===== config.mk =====
export PLATFORM = sky130hd
export DESIGN_NAME = rx_frame_fifo
export DESIGN_NICKNAME = d
export VERILOG_FILES = /design/src/rtl/rx_frame_fifo.sv
export SDC_FILE = /design/constraint.sdc
export NUM_CORES = 1
export LEC_CHECK = 0
export ABC_AREA = 0
export CAP_MARGIN = 10
export CORE_MARGIN = 2
export CORE_UTILIZATION = 50
export DETAILED_ROUTE_END_ITERATION = 8
export PLACE_DENSITY = 0.75
export REMOVE_ABC_BUFFERS = 1
export SETUP_SLACK_MARGIN = 0.15
export SYNTH_ARGS = -nofsm -noshare
export SYNTH_HDL_FRONTEND = slang
export SYNTH_SLANG_ARGS = --single-unit
export TNS_END_PERCENT = 50

===== constraint.sdc =====
create_clock -name CLK -period 2.74 [get_ports CLK]
set_input_delay 0.548 -clock CLK [delete_from_list [all_inputs] [get_ports CLK]]
set_output_delay 0.548 -clock CLK [all_outputs]
set_load 0.02 [all_outputs]

===== src/rtl/rx_frame_fifo.sv =====
// Receive-frame FIFO: captures one frame per rising edge of RX_Done_Sig into a DEPTH-entry memory,
// presented through a registered valid/ready output stage. Optional drop counter: RX_FRAME_DROP_CNT_EN.
module rx_frame_fifo #(
    parameter int FRAME_BYTES = 7,
    parameter int DEPTH       = 4,
    parameter int AW          = 2
) (
    input  logic                     CLK,
    input  logic                     RSTn,
    input  logic                     RX_Done_Sig,
    input  logic [FRAME_BYTES*8-1:0] RX_Data,
    input  logic                     Out_Ready,
    input  logic                     Clear_Ovf,
    output logic                     Out_Valid,
    output logic [FRAME_BYTES*8-1:0] Number_Data,
    output logic                     RX_En_Sig,
    output logic [AW+1:0]            Level,
    output logic                     Overflow
`ifdef RX_FRAME_DROP_CNT_EN
    ,
    output logic [7:0]               Drop_Count
`endif
);

    localparam int W = FRAME_BYTES * 8;
    localparam logic [AW:0] DEPTH_C = (AW+1)'(DEPTH);

    logic [W-1:0]  mem_q [DEPTH];
    logic [AW-1:0] wr_ptr_q, rd_ptr_q;
    logic [AW:0]   count_q, count_d;
    logic          done_q;
    logic          valid_q;
    logic [W-1:0]  data_q;
    logic          ovf_q;

    logic wr, full, load, wr_ok, drop;

    always_comb begin
        wr    = RX_Done_Sig & ~done_q;
        full  = (count_q == DEPTH_C);
        load  = (~valid_q | Out_Ready) & (count_q != '0);
        // When full, a same-cycle pop frees the slot being written.
        wr_ok = wr & (~full | load);
        drop  = wr & full & ~load;
        count_d = count_q;
        if (wr_ok & ~load) begin
            count_d = count_q + 1'b1;
        end else if (~wr_ok & load) begin
            count_d = count_q - 1'b1;
        end
    end

    always_ff @(posedge CLK or negedge RSTn) begin
        if (!RSTn) begin
            done_q   <= 1'b0;
            wr_ptr_q <= '0;
            rd_ptr_q <= '0;
            count_q  <= '0;
            valid_q  <= 1'b0;
            data_q   <= '0;
            ovf_q    <= 1'b0;
        end else begin
            done_q  <= RX_Done_Sig;
            count_q <= count_d;
            if (wr_ok) begin
                wr_ptr_q <= wr_ptr_q + 1'b1;
            end
            if (load) begin
                data_q   <= mem_q[rd_ptr_q];
                rd_ptr_q <= rd_ptr_q + 1'b1;
                valid_q  <= 1'b1;
            end else if (valid_q & Out_Ready) begin
                valid_q <= 1'b0;
            end
            if (drop) begin
                ovf_q <= 1'b1;
            end else if (Clear_Ovf) begin
                ovf_q <= 1'b0;
            end
        end
    end

    always_ff @(posedge CLK) begin
        if (wr_ok) begin
            mem_q[wr_ptr_q] <= RX_Data;
        end
    end

`ifdef RX_FRAME_DROP_CNT_EN
    logic [7:0] drop_cnt_q;

    always_ff @(posedge CLK or negedge RSTn) begin
        if (!RSTn) begin
            drop_cnt_q <= 8'd0;
        end else if (Clear_Ovf) begin
            drop_cnt_q <= drop ? 8'd1 : 8'd0;
        end else if (drop && (drop_cnt_q != 8'hFF)) begin
            drop_cnt_q <= drop_cnt_q + 8'd1;
        end
    end

    assign Drop_Count = drop_cnt_q;
`endif

    assign Out_Valid   = valid_q;
    assign Number_Data = data_q;
    assign Overflow    = ovf_q;
    assign RX_En_Sig   = ~full;
    assign Level       = {1'b0, count_q} + {{(AW+1){1'b0}}, valid_q};

endmodule


### Word-level counts from Yosys, hierarchy flattened

Memories as Yosys holds them, arrays and structs flattened. A register that Yosys moved wholly into a read port is not among the register bits.
Index checks and enable logic that the tools add are counted.

| word-level totals | value |
|---|---|
| memories | 1 |
| register bits | 10 |
| memory bits (writable) | 224 |
| word-level logic and storage cells | 41 |

Memory list:

| memory | depth | width | read ports | clocked after Yosys merged registers in | write ports | line | RTL |
|---|---|---|---|---|---|---|---|
| mem_q | 4 | 56 | 1 | 1 | 1 | 28 | `logic [W-1:0] mem_q [DEPTH];` |

| operators by class | value |
|---|---|
| add/subtract/negate cells | 5 |
| eq/ne operators | 1 |
| reductions and logical operators | 5 |
| mux-type cells | 8 |
| bitwise gates (word level) | 15 |

Operators by type and width:

| operator | count |
|---|---|
| AND 1 bit | 8 |
| two-way mux 1 bit | 6 |
| two-way mux 3 bit | 2 |
| nonzero test 2 bit | 3 |
| inverter 1 bit | 5 |
| adder 2 x 1 -> 2 bit, second input constant | 2 |
| adder 3 x 1 -> 4 bit | 1 |
| adder 3 x 1 -> 3 bit, second input constant | 1 |
| == test 3 bit, second input constant | 1 |
| nonzero test 3 bit | 1 |
| subtractor 3 x 1 -> 3 bit, second input constant | 1 |
| bitwise OR 1 bit | 2 |
| logical NOT 1 bit | 1 |

### Longest topological paths before layout

| logic depth | value |
|---|---|
| depth in word-level cells | 9 |
| mapped depth | 10 |
| mapped depth without buffers | 9 |

### Worst setup path before layout

OpenSTA, ideal clock, no wires.

| timing | value |
|---|---|
| path type | reg-to-reg |
| start point | register valid_q (netlist: Out_Valid) |
| end point | memory mem_q[2][0] (netlist bit) (enable) |
| data required time | 2320 ps |
| cell stages (with the launch flop) | 4 |
| buffers on the path | 0 |
| arrival | 2424 ps |
| setup slack | -103 ps |
| cells stage by stage | dfrtp_1 -> nor2b_1 -> a31oi_1 -> and2_1 |

| between the ends | value |
|---|---|
| cells in the longest elaborated chain, start to end | 7 |

RTL lines:

| item | line | RTL |
|---|---|---|
| start, declared | 32 | `logic valid_q;` |
| start signal, assigned | 59 | `valid_q <= 1'b0;` |
| start signal, assigned | 71 | `valid_q <= 1'b1;` |
| start signal, assigned | 73 | `valid_q <= 1'b0;` |
| inverter 1 bit | 41 | `load = (~valid_q \| Out_Ready) & (count_q != '0);` |
| bitwise OR 1 bit | 41 |  |
| AND 1 bit | 41 |  |
| bitwise OR 1 bit | 43 | `wr_ok = wr & (~full \| load);` |
| AND 1 bit | 43 |  |
| named net wr_ok | 36 | `logic wr, full, load, wr_ok, drop;` |
| two-way mux 1 bit | 84 | `if (wr_ok) begin` |
| two-way mux 1 bit (not written as such) | 85 | `mem_q[wr_ptr_q] <= RX_Data;` |
| end, declared | 28 |  |

The timed path passes the listed nets, and every way through them passes these cells.

### Final worst setup path

| timing | value |
|---|---|
| start point | register count_q[0] |
| end point | output port Level[3] |

| between the ends | value |
|---|---|
| cells in the longest elaborated chain, start to end | 1 |

RTL lines:

| item | line | RTL |
|---|---|---|
| start, declared | 30 | `logic [AW:0] count_q, count_d;` |
| start signal, assigned | 64 | `count_q <= count_d;` |
| adder 3 x 1 -> 4 bit | 109 | `assign Level = {1'b0, count_q} + {{(AW+1){1'b0}}, valid_q};` |
| end, declared | 17 | `output logic [AW+1:0] Level,` |

Every way passes these cells.

==> metrics.cfg <==
[detailed_routing]
route.vias.total = 4875
drtIter0Drc = 179
wl_per_cell_um = 21.5
via_per_inst = 5.37
antenna_left = 0
route.detailed.drc = 0
routed_wl_mm = 19.5
drt_first_pass_iters = 4

[yosys]
synth_top_area_share_pct = 62.3
synth_top_cell_by_area = edfxtp_1
ys_ff_latch = 290
synth_compound_area_share_pct = 0.139
synth_area_per_cell_sq_um = 23.5
synth_fa_ha_area_share_pct = 0.997
synth-xor-area-share_pct = 0.568
synth_common_cells = 224 x edfxtp_1, 66 x dfrtp_1, 56 x mux4_2
yosysSeqAreaShare_pct = 77.6
synth_edf_count = 224
ys_dominant_reg_cell = edfxtp_1
synth.cell_area_sq_um = 10800
synthMostInstantiatedCell = edfxtp_1
synthCells = 460
synthTopCellsByArea = edfxtp_1 62%, dfrtp_1 15%, mux4_2 12%, mux2_2 4.2%, mux2_4 2.5%
yosysWarnings = 0
synth-simple-area-share_pct = 0.800
synth_top_family_by_area = multiplexers
synthDistinctLibCells = 26
async_flop_share_pct = 22.8
muxShareOfSynthArea_pct = 18.4

[sta]
tightestPinTransition_ns = 0.950
rsz0062_at_grt = yes
clock_skew_ns = 0.0123
hold_viol = 0
slew_headroom_pct = 36.7
setup_viol = 0
fin_crit_ns = 2.58
fmax_ghz = 0.388
setup_slack_ns = 0.163
timing.final.crit_share_pct = 94.1
drv_slew = 0

[clocking]
clk_path_buf_depth = 3
clock_latency_ns = 0.53
cts_tree = yes
h-tree-depth = 1
cts_buffers = 28
cts_root_buf = clkbuf_16
cts-hold-fix-buffers = 0
clkTransAtPathRegs_ns = 0.06
cts_sinks = 290
post_cts_buffers = 0

[grt]
grt-busiest-layer = met2
grt_pass1_wl_mm = 30.4
grt_use_met3_pct = 3.13
grt_max_degree = 67
grt_use_met1_pct = 23.4
use_met2_pct = 31.1
antenna_found_initial = 0
grtUsageTotal_pct = 17.8
grt_pass1_vias = 5355
grt_overflow = 0

[place]
dp_cells = 854
dp_hpwl_mm = 12.0
pre_cts_ws_ns = 0.159
dpl_cell_area_sq_um = 12500
io_buffers = 123
gp_congestion = 0.755

[min_path]
hold_class = primary input to async pin

[final_layout]
layout-drive-gt1-share_pct = 29.8
fin_util_pct = 64.2
nNetsFinal = 678
area_delta_synth_final_pct = 25.5
final_cell_area_sq_um = 13500
fin_cells = 907
fillCellCount = 1400

[power]
p_leak_uw = 0.00473
power_density_nw_per_um2 = 1100
vdd.ir_drop.worst_mv = 0.652

[floorplan]
ioPinCount = 124
dieHeight_um = 151
die_area_sq_um = 22800
rows = 53
initial_core_util_pct = 51.2
core_sq_um = 21100
die_w_um = 151

[critical_path]
crit_path_end_kind = output port
path_cells = ha_1 > and3_1 > clkdlybuf4s50_1
crit_path_max_fanout = 5
cpPeakStageDelay_ns = 0.62
crit_family = buffers and inverters
critPathLaunchType = flip-flop
worst-setup-path-type = flip-flop to output port
critical_path_required_ns = 2.19
cp.arrival_ns = 2.03
worst-path-buf-inv = 1
slowest_stage = clkdlybuf4s50_1

[run_status]
outcome = finished clean

[run]
maxCapViolations = 0

==> final cells by class <==
cell class	count	area, sq um	area share, %
Inverter	5	18.8	0.139
Clock buffer	38	830	6.12
Sequential cell	290	8380	61.9
Clock inverter	14	233	1.72
Tap cell	275	344	2.54
Multi-Input combinational cell	146	2270	16.8
Timing Repair Buffer	138	1470	10.8
Antenna cell	1	2.50	0.0185
==> where the power goes <==
part / internal (uW) / leakage (uW) / switching (uW)
Sequential: 5630 / 0.00280 / 471
Clock: 2680 / 0.000519 / 1560
Combinational: 2530 / 0.00141 / 2070
Total: 10800 / 0.00473 / 4110
==> repair_timing <==
action	CTS	global route
setup endpoints to repair	3	2
endpoints found under the hold margin	0	0
pin swaps	0	0
resized for setup	1	1
==> worst paths after layout <==
kind                                       from              end  slack [ns]  cells past startpoint
worst min-delay path                       RSTn         Overflow        0.16                      1
max in group asynchronous                  RSTn      rd_ptr_q[0]        1.87                      1
worst max-delay path                 count_q[0]         Level[3]        0.16                      3
worst max register to register       count_q[2]       count_q[2]        0.62                      9
min in group CLK                    RX_Done_Sig           done_q        0.49                      1
worst min register to register  Number_Data[53]  Number_Data[53]        0.51                      1
==> stage by stage <==
step | hold slack [ns] | setup TNS [ns] | total power (uW)
global placement | 0.488 | 0 | 10800
floorplan | 0.252 | -106.40 | 9060
detailed placement | 0.495 | 0 | 10900
finish | 0.161 | 0 | 15000
CTS | 0.193 | 0 | 15200
global route | 0.219 | 0 | 15700
==> logic make-up after synthesis <==
family / after synthesis
buffers and inverters: 24
XOR/XNOR: 7
multiplexers: 114
flip-flops: 290
AO/OA/AOI/OAI: 2
AND/OR/NAND/NOR: 15
adder cells (fa/ha/maj): 8
==> worst reg2reg max path: cells and delay by family, from the launching register on <==
kind                       cells  cell delay (ns)
xor gates and xnor gates       2             0.32
adders and majority gates      2             0.55
DFF                            1             0.46
and+or+nand+nor                3             0.58
buffers and inverters          2             0.13
==> routing by layer <==
metal	up-vias	routed length, um
met5	-	0
met4	0	398
met3	29	993
met2	133	10200
met1	2553	7930
li1	2160	-
==> state kept, by name, summed over array words and instances (netlist names) <==
register	flops
Number_Data	56
Out_Valid	1
Overflow	1
count_q	3
done_q	1
mem_q	224
rd_ptr_q	2
wr_ptr_q	2
==> cell usage in the layout, fill, tap and decap left out, drive strengths merged, types with 2 or more instances in the layout <==
cell	n
mux2	58
xnor2	2
xor2	5
inv	5
nor2	3
clkdlybuf4s50	120
clkbuf	38
edfxtp	224
dfrtp	66
clkinvlp	2
mux4	56
bufinv	6
buf	16
clkinv	6
ha	7
nand2	2
and2	4
nand2b	2
No activity file was read; power rests on OpenSTA's default activity.
